[config.mk]
export PLATFORM = sky130hd
export DESIGN_NAME = hamm_deframer_param
export DESIGN_NICKNAME = d
export VERILOG_FILES = /design/src/rtl/hamm_deframer_param.sv
export SDC_FILE = /design/constraint.sdc
export NUM_CORES = 1
export LEC_CHECK = 0
export CORE_ASPECT_RATIO = 1.1
export CORE_MARGIN = 2
export CORE_UTILIZATION = 52
export CTS_CLUSTER_DIAMETER = 200
export DETAILED_ROUTE_END_ITERATION = 10
export GPL_TIMING_DRIVEN = 1
export MAX_ROUTING_LAYER = met4
export PLACE_DENSITY = 0.85
export SYNTH_ARGS = -nofsm -noshare
export SYNTH_HDL_FRONTEND = slang
export SYNTH_SLANG_ARGS = --single-unit
[constraint.sdc]
create_clock -name clk -period 2.2 [get_ports clk]
set_input_delay 0.55 -clock clk [delete_from_list [all_inputs] [get_ports clk]]
set_output_delay 0.55 -clock clk [all_outputs]
set_load 0.01 [all_outputs]
[src/rtl/hamm_deframer_param.sv]
// Serial Hamming (SEC or SEC-DED) codeword deframer. It parses a length header,
// frames the payload words, and reports error counts, timeouts and aborts.
module hamm_deframer_param #(
   parameter int DATA_W      = 8,
   parameter int EXT_PAR     = 0,
   parameter int LEN_SHIFT   = 2,
   parameter int TIMEOUT_CYC = 65535
) (
   input  logic              clk,
   input  logic              rst,
   input  logic              i_ds_valid,
   input  logic              i_ds_data,
   input  logic              i_sync_valid_pulse,
   output logic [DATA_W-1:0] o_data,
   output logic              o_valid,
   output logic              o_sof,
   output logic              o_eof,
   output logic              o_uncorr,
   output logic [31:0]       o_frame_len,
   output logic              o_frame_done,
   output logic              o_abort,
   output logic              o_timeout,
   output logic [15:0]       o_corr_cnt,
   output logic [15:0]       o_uncorr_cnt,
   output logic              o_busy
);

   function automatic int calc_p(input int dw);
      int p;
      p = 0;
      for (int i = 8; i >= 1; i--)
         if ((1 << i) >= dw + i + 1) p = i;
      return p;
   endfunction

   // Hamming position of data bit j: the j-th position that is not a power of two.
   function automatic int data_pos(input int j);
      int cnt;
      int r;
      cnt = 0;
      r   = 0;
      for (int pos = 3; pos <= 64; pos++)
         if ((pos & (pos - 1)) != 0) begin
            if (cnt == j && r == 0) r = pos;
            cnt++;
         end
      return r;
   endfunction

   localparam int P      = calc_p(DATA_W);
   localparam int N      = DATA_W + P;
   localparam int CODE_W = N + EXT_PAR;
   localparam int CNT_W  = $clog2(CODE_W);
   localparam logic [CNT_W-1:0] LAST_BIT = CNT_W'(CODE_W - 1);
   localparam logic [P-1:0]     N_P      = P'(N);

   localparam logic [1:0] IDLE = 2'd0;
   localparam logic [1:0] HDR  = 2'd1;
   localparam logic [1:0] DATA = 2'd2;

   logic [1:0]        state;
   logic [CNT_W-1:0]  bit_cnt;
   logic [CODE_W-1:0] shreg;
   logic              word_done;
   logic [CODE_W-1:0] cw_q;
   logic              cw_vld;
   logic [P-1:0]      syn_c;
   logic [P-1:0]      syn_q;
   logic              par_q;
   logic [N-1:0]      cw2_q;
   logic              vld2;
   logic [N-1:0]      dec_fixed;
   logic [DATA_W-1:0] dec_data;
   logic              dec_corr;
   logic              dec_unc;
   logic [31:0]       hdr_val;
   logic [31:0]       hdr_words;
   logic [31:0]       remaining;
   logic              first_word;
   logic [31:0]       idle_cnt;
   logic              timeout_hit;

   always_ff @(posedge clk) begin
      if (rst) begin
         bit_cnt   <= '0;
         shreg     <= '0;
         word_done <= 1'b0;
      end else begin
         word_done <= 1'b0;
         if (i_sync_valid_pulse || state == IDLE) begin
            bit_cnt <= '0;
         end else if (i_ds_valid) begin
            shreg[bit_cnt] <= i_ds_data;
            if (bit_cnt == LAST_BIT) begin
               bit_cnt   <= '0;
               word_done <= 1'b1;
            end else begin
               bit_cnt <= bit_cnt + 1'b1;
            end
         end
      end
   end

   always_comb begin
      syn_c = '0;
      for (int i = 0; i < N; i++)
         if (cw_q[i]) syn_c = syn_c ^ P'(i + 1);
   end

   // A sync pulse kills every word still travelling through the pipeline.
   always_ff @(posedge clk) begin
      if (rst) begin
         cw_q   <= '0;
         cw_vld <= 1'b0;
         syn_q  <= '0;
         par_q  <= 1'b0;
         cw2_q  <= '0;
         vld2   <= 1'b0;
      end else begin
         cw_vld <= word_done && !i_sync_valid_pulse;
         if (word_done) cw_q <= shreg;
         vld2  <= cw_vld && !i_sync_valid_pulse;
         syn_q <= syn_c;
         par_q <= ^cw_q;
         cw2_q <= cw_q[N-1:0];
      end
   end

   always_comb begin
      dec_corr  = 1'b0;
      dec_unc   = 1'b0;
      dec_fixed = cw2_q;
      if (EXT_PAR != 0) begin
         if (par_q) begin
            if (syn_q <= N_P) dec_corr = 1'b1;
            else              dec_unc  = 1'b1;
         end else if (syn_q != '0) begin
            dec_unc = 1'b1;
         end
      end else if (syn_q != '0) begin
         if (syn_q <= N_P) dec_corr = 1'b1;
         else              dec_unc  = 1'b1;
      end
      for (int i = 0; i < N; i++)
         if (dec_corr && syn_q == P'(i + 1)) dec_fixed[i] = ~cw2_q[i];
   end

   for (genvar g = 0; g < DATA_W; g++) begin : g_extract
      assign dec_data[g] = dec_fixed[data_pos(g) - 1];
   end

   always_comb begin
      hdr_val               = '0;
      hdr_val[DATA_W-1:0]   = dec_data;
      hdr_words             = hdr_val << LEN_SHIFT;
   end

   always_ff @(posedge clk) begin
      if (rst || state == IDLE || i_ds_valid || i_sync_valid_pulse)
         idle_cnt <= '0;
      else if (idle_cnt != '1)
         idle_cnt <= idle_cnt + 32'd1;
   end

   assign timeout_hit = (TIMEOUT_CYC != 0) && (idle_cnt >= 32'(TIMEOUT_CYC));
   assign o_busy      = (state != IDLE);

   // Priority: resync, then timeout, then the decoded word leaving the pipeline.
   always_ff @(posedge clk) begin
      if (rst) begin
         state        <= IDLE;
         remaining    <= '0;
         first_word   <= 1'b0;
         o_data       <= '0;
         o_valid      <= 1'b0;
         o_sof        <= 1'b0;
         o_eof        <= 1'b0;
         o_uncorr     <= 1'b0;
         o_frame_len  <= '0;
         o_frame_done <= 1'b0;
         o_abort      <= 1'b0;
         o_timeout    <= 1'b0;
         o_corr_cnt   <= '0;
         o_uncorr_cnt <= '0;
      end else begin
         o_valid      <= 1'b0;
         o_sof        <= 1'b0;
         o_eof        <= 1'b0;
         o_uncorr     <= 1'b0;
         o_frame_done <= 1'b0;
         o_abort      <= 1'b0;
         o_timeout    <= 1'b0;
         if (i_sync_valid_pulse) begin
            if (state != IDLE) o_abort <= 1'b1;
            state <= HDR;
         end else if (state != IDLE && timeout_hit) begin
            o_abort   <= 1'b1;
            o_timeout <= 1'b1;
            state     <= IDLE;
         end else if (state != IDLE && vld2) begin
            if (dec_corr && o_corr_cnt != 16'hFFFF)  o_corr_cnt   <= o_corr_cnt + 16'd1;
            if (dec_unc && o_uncorr_cnt != 16'hFFFF) o_uncorr_cnt <= o_uncorr_cnt + 16'd1;
            if (state == HDR) begin
               if (dec_unc) begin
                  o_abort <= 1'b1;
                  state   <= IDLE;
               end else begin
                  o_frame_len <= hdr_val;
                  remaining   <= hdr_words;
                  first_word  <= 1'b1;
                  if (hdr_words == '0) begin
                     o_frame_done <= 1'b1;
                     state        <= IDLE;
                  end else begin
                     state <= DATA;
                  end
               end
            end else begin
               o_valid    <= 1'b1;
               o_data     <= dec_data;
               o_sof      <= first_word;
               o_eof      <= (remaining == 32'd1);
               o_uncorr   <= dec_unc;
               first_word <= 1'b0;
               remaining  <= remaining - 32'd1;
               if (remaining == 32'd1) begin
                  o_frame_done <= 1'b1;
                  state        <= IDLE;
               end
            end
         end
      end
   end

endmodule

==> flow_results.org <==
** Floorplanning
- 85 I/O pins were placed.
- From left edge to right edge, the die measures between 100 and 150 um.
- Area of the core :: around 16000 um2
- Total die area :: 16800 um2
- Site row count :: between 40 and 50
- Vertical die dimension :: between 100 and 150 um
- Initial Utilization :: 52.6%

** Clock tree
- CTS tree :: yes
- Clock network latency to the later pin of the worst-skew pair :: ~0.45 ns
- Total number of clock tree sinks :: between 150 and 200
- The clock passes through at most 2 buffers.
- Counting the buffers created by CTS gives 17.
- The H-tree was split into 4 levels.
- Clock tree synthesis selected as its root buffer the cell sky130_fd_sc_hd__clkbuf_16.
- Register clock-pin slew on the reported worst setup and hold paths :: approximately 0.08 ns

** Place
- Detailed placement ended at an HPWL of 14500 um.
- IO Port Bufs :: 60
- The placed instances occupy a cell area of between 9000 and 10000 um2.
- GP Congestion :: between 0.9 and 1
- Number of cells in the design after placement :: 1288

** Route
- Count of antenna-violating nets left after detailed routing :: 0
- Routed via count :: about 8500
- Post-detailed-route via-to-cell ratio :: 6.34
- The first detailed-routing pass ran for 6 iterations.
- DRC marker count from the first detailed-route iteration :: 883
- In the routed design, unresolved DRC markers number 0.
- For this block, the routed nets add up to roughly 26000 um of wire.
- Average routed wire per standard cell :: roughly 19 um

** Yosys
- Synthesis-stage register bit count :: ~170
- After synthesis, the share of flip-flops with an asynchronous set or reset is 0%.
- Counting flops with a built-in enable in the synthesized netlist gives 0.
- A synthesized cell averages ~8.5 um2.
- Sequential-to-total area share from yosys stat :: 40.3%
- Synthesized instance count :: 968
- The cell area that synthesis handed to floorplanning was 8190 um2.
- In the synthesized netlist the dominant register cell turns out to be sky130_fd_sc_hd__dfxtp_1.
- The number of different library cells used by synthesis comes to just over 60.
- The Yosys step of the flow raised 0 warnings.

** Final layout
- Fraction of final layout cells with drive strength greater than 1 :: between 20% and 30%
- Fill cell count :: about 1000
- Area growth, synth to finish :: 38.2%
- At the end of the flow, the number of nets in the layout was 1148.
- The library cell used most frequently in the layout, excluding fill and tap cells, is sky130_fd_sc_hd__dfxtp_1.
- Diode count :: 0
- Commonest cells after routing, fill and taps aside :: sky130_fd_sc_hd__dfxtp_1 (154), sky130_fd_sc_hd__buf_4 (117), sky130_fd_sc_hd__nor2_1 (82), sky130_fd_sc_hd__a21oi_1 (65), sky130_fd_sc_hd__nand2_1 (62)
- Final standard cell area without fillers :: 11300 um2
- Leaving out filler cells and counting taps, the final layout contains between 1000 and 1500.
- Cells fill approximately 73% of the core in the end.

** Timing
- Worst setup margin :: -0.270 ns
- The routed design could run at a clock period as short as 2.47 ns.
- Worst rel slew slack :: a little over two fifths
- The clock arrives with a little under 0.02 ns of skew.
- The tightest hold path in the finished design has a slack of ~0.42 ns.
- Setup violations remaining at the end of the flow were counted as 39.
- The worst path uses 112% of the clock period.
- For this run, the top clock speed supported by timing is slightly above 400 MHz.
- Slew at the pin closest to its max-slew limit :: 0.841 ns
- Setup repair after global routing could not meet its margin everywhere.
- The count of final hold-check violations came to 0.
- Final Slew Violations :: 0

** Worst setup path
- Delay of the slowest cell on the worst path :: between 0.5 and 0.6 ns
- Along the worst path, the maximum fanout reaches 4.
- Element type at the critical path start :: flip-flop
- Bufs and invs on worst path :: 0
- Crit Path Category :: reg2reg
- The worst setup path is captured at a flip-flop.
- Data arrives at the worst endpoint at 2.83 ns.
- CP max-delay cell :: sky130_fd_sc_hd__or4_4
- Among the stages of the critical path, the cell type that occurs most often is sky130_fd_sc_hd__or4_4.
- STA puts the critical path data required time at about 2.6 ns.
- Traced cell by cell, the critical path runs through or4_4, or4_4, or4_4, or4_1, a21oi_1.
- The kind of cell with the highest combined delay along the critical path is simple AND/OR/NAND/NOR gates.

** Power and ir drop
- Sequential group share of total power :: about 45%
- Leakage :: 4.14 nW
- Net switching fraction of the power :: between 20% and 30%
- The worst-case IR drop observed on VDD is approximately 0.00061 V.
- Share of power burned in the clock network :: 52.5%
- Power spread over the standard cell area amounts to between 500 and 600 nW/um2.
- In this run, the combinational gates consume under 10% of the power.
- Overall Power :: ~6.7 mW
- Internal power :: ~5.3 mW
- Summed over all nets, the switching power comes to 1.47 mW.

** GRT
- Summed over all layers, the global routing overflow is 0.
- Vias in the first global route :: approximately 8000
- Number of antenna violations at the first check in global routing :: 0
- The first global-routing pass estimated roughly 37000 um of wire.
- Entering global routing, the biggest net connects 113 pins.
- In the global route stage, overall resource usage came out at between 20% and 30%.

** Outcome
- The checks that failed: negative setup slack.
- Result of the run :: finished, violations left

** Hold path
- The path class of the tightest hold or removal check is reg2reg.

** Flow run
- Max-cap viol count :: 0
==> routing by layer <==
layer  global-route usage (%)  part of all wire [%]  vias up
met3                     7.28                   7.5      103
li1                         -                     -     3883
met5                        -                     0        -
met4                     12.1                   4.4        0
met2                     47.9                    51      481
met1                     32.6                    37     4070
==> state kept, by name, summed over array words and instances (netlist names), 8 cells and up <==
name,flops
idle_cnt,32
remaining,32
o_corr_cnt,16
o_uncorr_cnt,16
cw_q,12
shreg,12
cw2_q,8
o_data,8
o_frame_len,8
==> final cells by class <==
cell class	count	area (um2)	area share (%)
well taps	200	250	2.21
repair buffers	203	1880	16.6
clock buffers	19	453	4.00
flip-flops and latches	165	3320	29.3
clock inverters	13	240	2.12
inverters	16	60.1	0.531
multi-input cells	731	5110	45.2
==> logic make-up (layout without fill, tap and decap cells) <==
logic type      Yosys count  in the layout  synth area share, %
compound gates          216            216                 16.7
xor+xnor                 30             30                 3.21
fa+ha+maj                 9              9                 1.38
buf+inv                  95            251                 5.46
flops                   165            165                 40.3
mux                      39             39                 4.92
other cells               1             24               0.0458
simple gates            413            413                 28.0
==> stage by stage <==
step                      TNS (ns)  setup WS, ns
after global routing         -6.58        -0.300
after floorplan             -0.908        -0.165
after global placement      -18.70        -0.332
after CTS                    -1.87        -0.198
after detailed placement    -22.04        -0.379
final                        -3.41        -0.270
==> power by group through the flow <==
stage                     logic (mW)  registers, mW  clock network, mW
final                          0.201           3.00               3.53
after global routing           0.212           2.99               3.67
after CTS                      0.176           2.99               3.52
after detailed placement       0.173           3.06                  0
after global placement         0.170           3.06                  0
after floorplan                0.144           3.06                  0
==> worst paths after layout <==
| kind | startpoint | endpoint | slack (ns) | cells past startpoint |
|---|---|---|---|---|
| worst min register to register | cw_vld | vld2 | 0.42 | 1 |
| worst max-delay path | remaining[14] | remaining[28] | -0.27 | 5 |
| worst max register to register | remaining[14] | remaining[28] | -0.27 | 5 |
| worst min-delay path | cw_vld | vld2 | 0.42 | 1 |
==> Yosys cell counts, drive strengths merged, types with 2 or more instances <==
master / instances / area share, %
nand2: 63 / 2.9
nor4b: 2 / 0.21
o211ai: 7 / 0.64
a21oi: 86 / 5.3
nand3: 46 / 2.8
xnor2: 21 / 2.2
nand4: 21 / 1.6
a2111oi: 4 / 0.53
ha: 9 / 1.4
o311ai: 2 / 0.21
inv: 16 / 0.73
or2: 13 / 0.99
or3: 30 / 2.3
nor4bb: 6 / 0.73
and2: 6 / 0.46
o41ai: 4 / 0.43
clkbuf: 50 / 2.3
nand4b: 2 / 0.21
buf: 29 / 2.4
nor4: 17 / 1.3
and4: 11 / 1.2
o2111ai: 6 / 0.64
or4: 51 / 4.8
o2111a: 2 / 0.28
mux2: 10 / 1.4
o31ai: 41 / 3.8
nand2b: 5 / 0.38
nor3b: 3 / 0.28
dfxtp: 165 / 40
xor2: 9 / 0.96
a31oi: 5 / 0.38
mux2i: 29 / 3.5
nor3: 14 / 0.86
nor2: 85 / 3.9
o21ai: 35 / 2.1
and3: 11 / 0.84
nor2b: 22 / 1.7
or4b: 3 / 0.37
a211oi: 10 / 0.92
==> repair_timing <==
item | in CTS | in global routing
endpoints found under the setup margin | 57 | 77
setup buffers | 11 | 13
hold buffers | 0 | 0
gates cloned | 3 | 3
gates resized for setup | 48 | 98
pin swaps | 26 | 43
(Power assumes the default switching activity.)
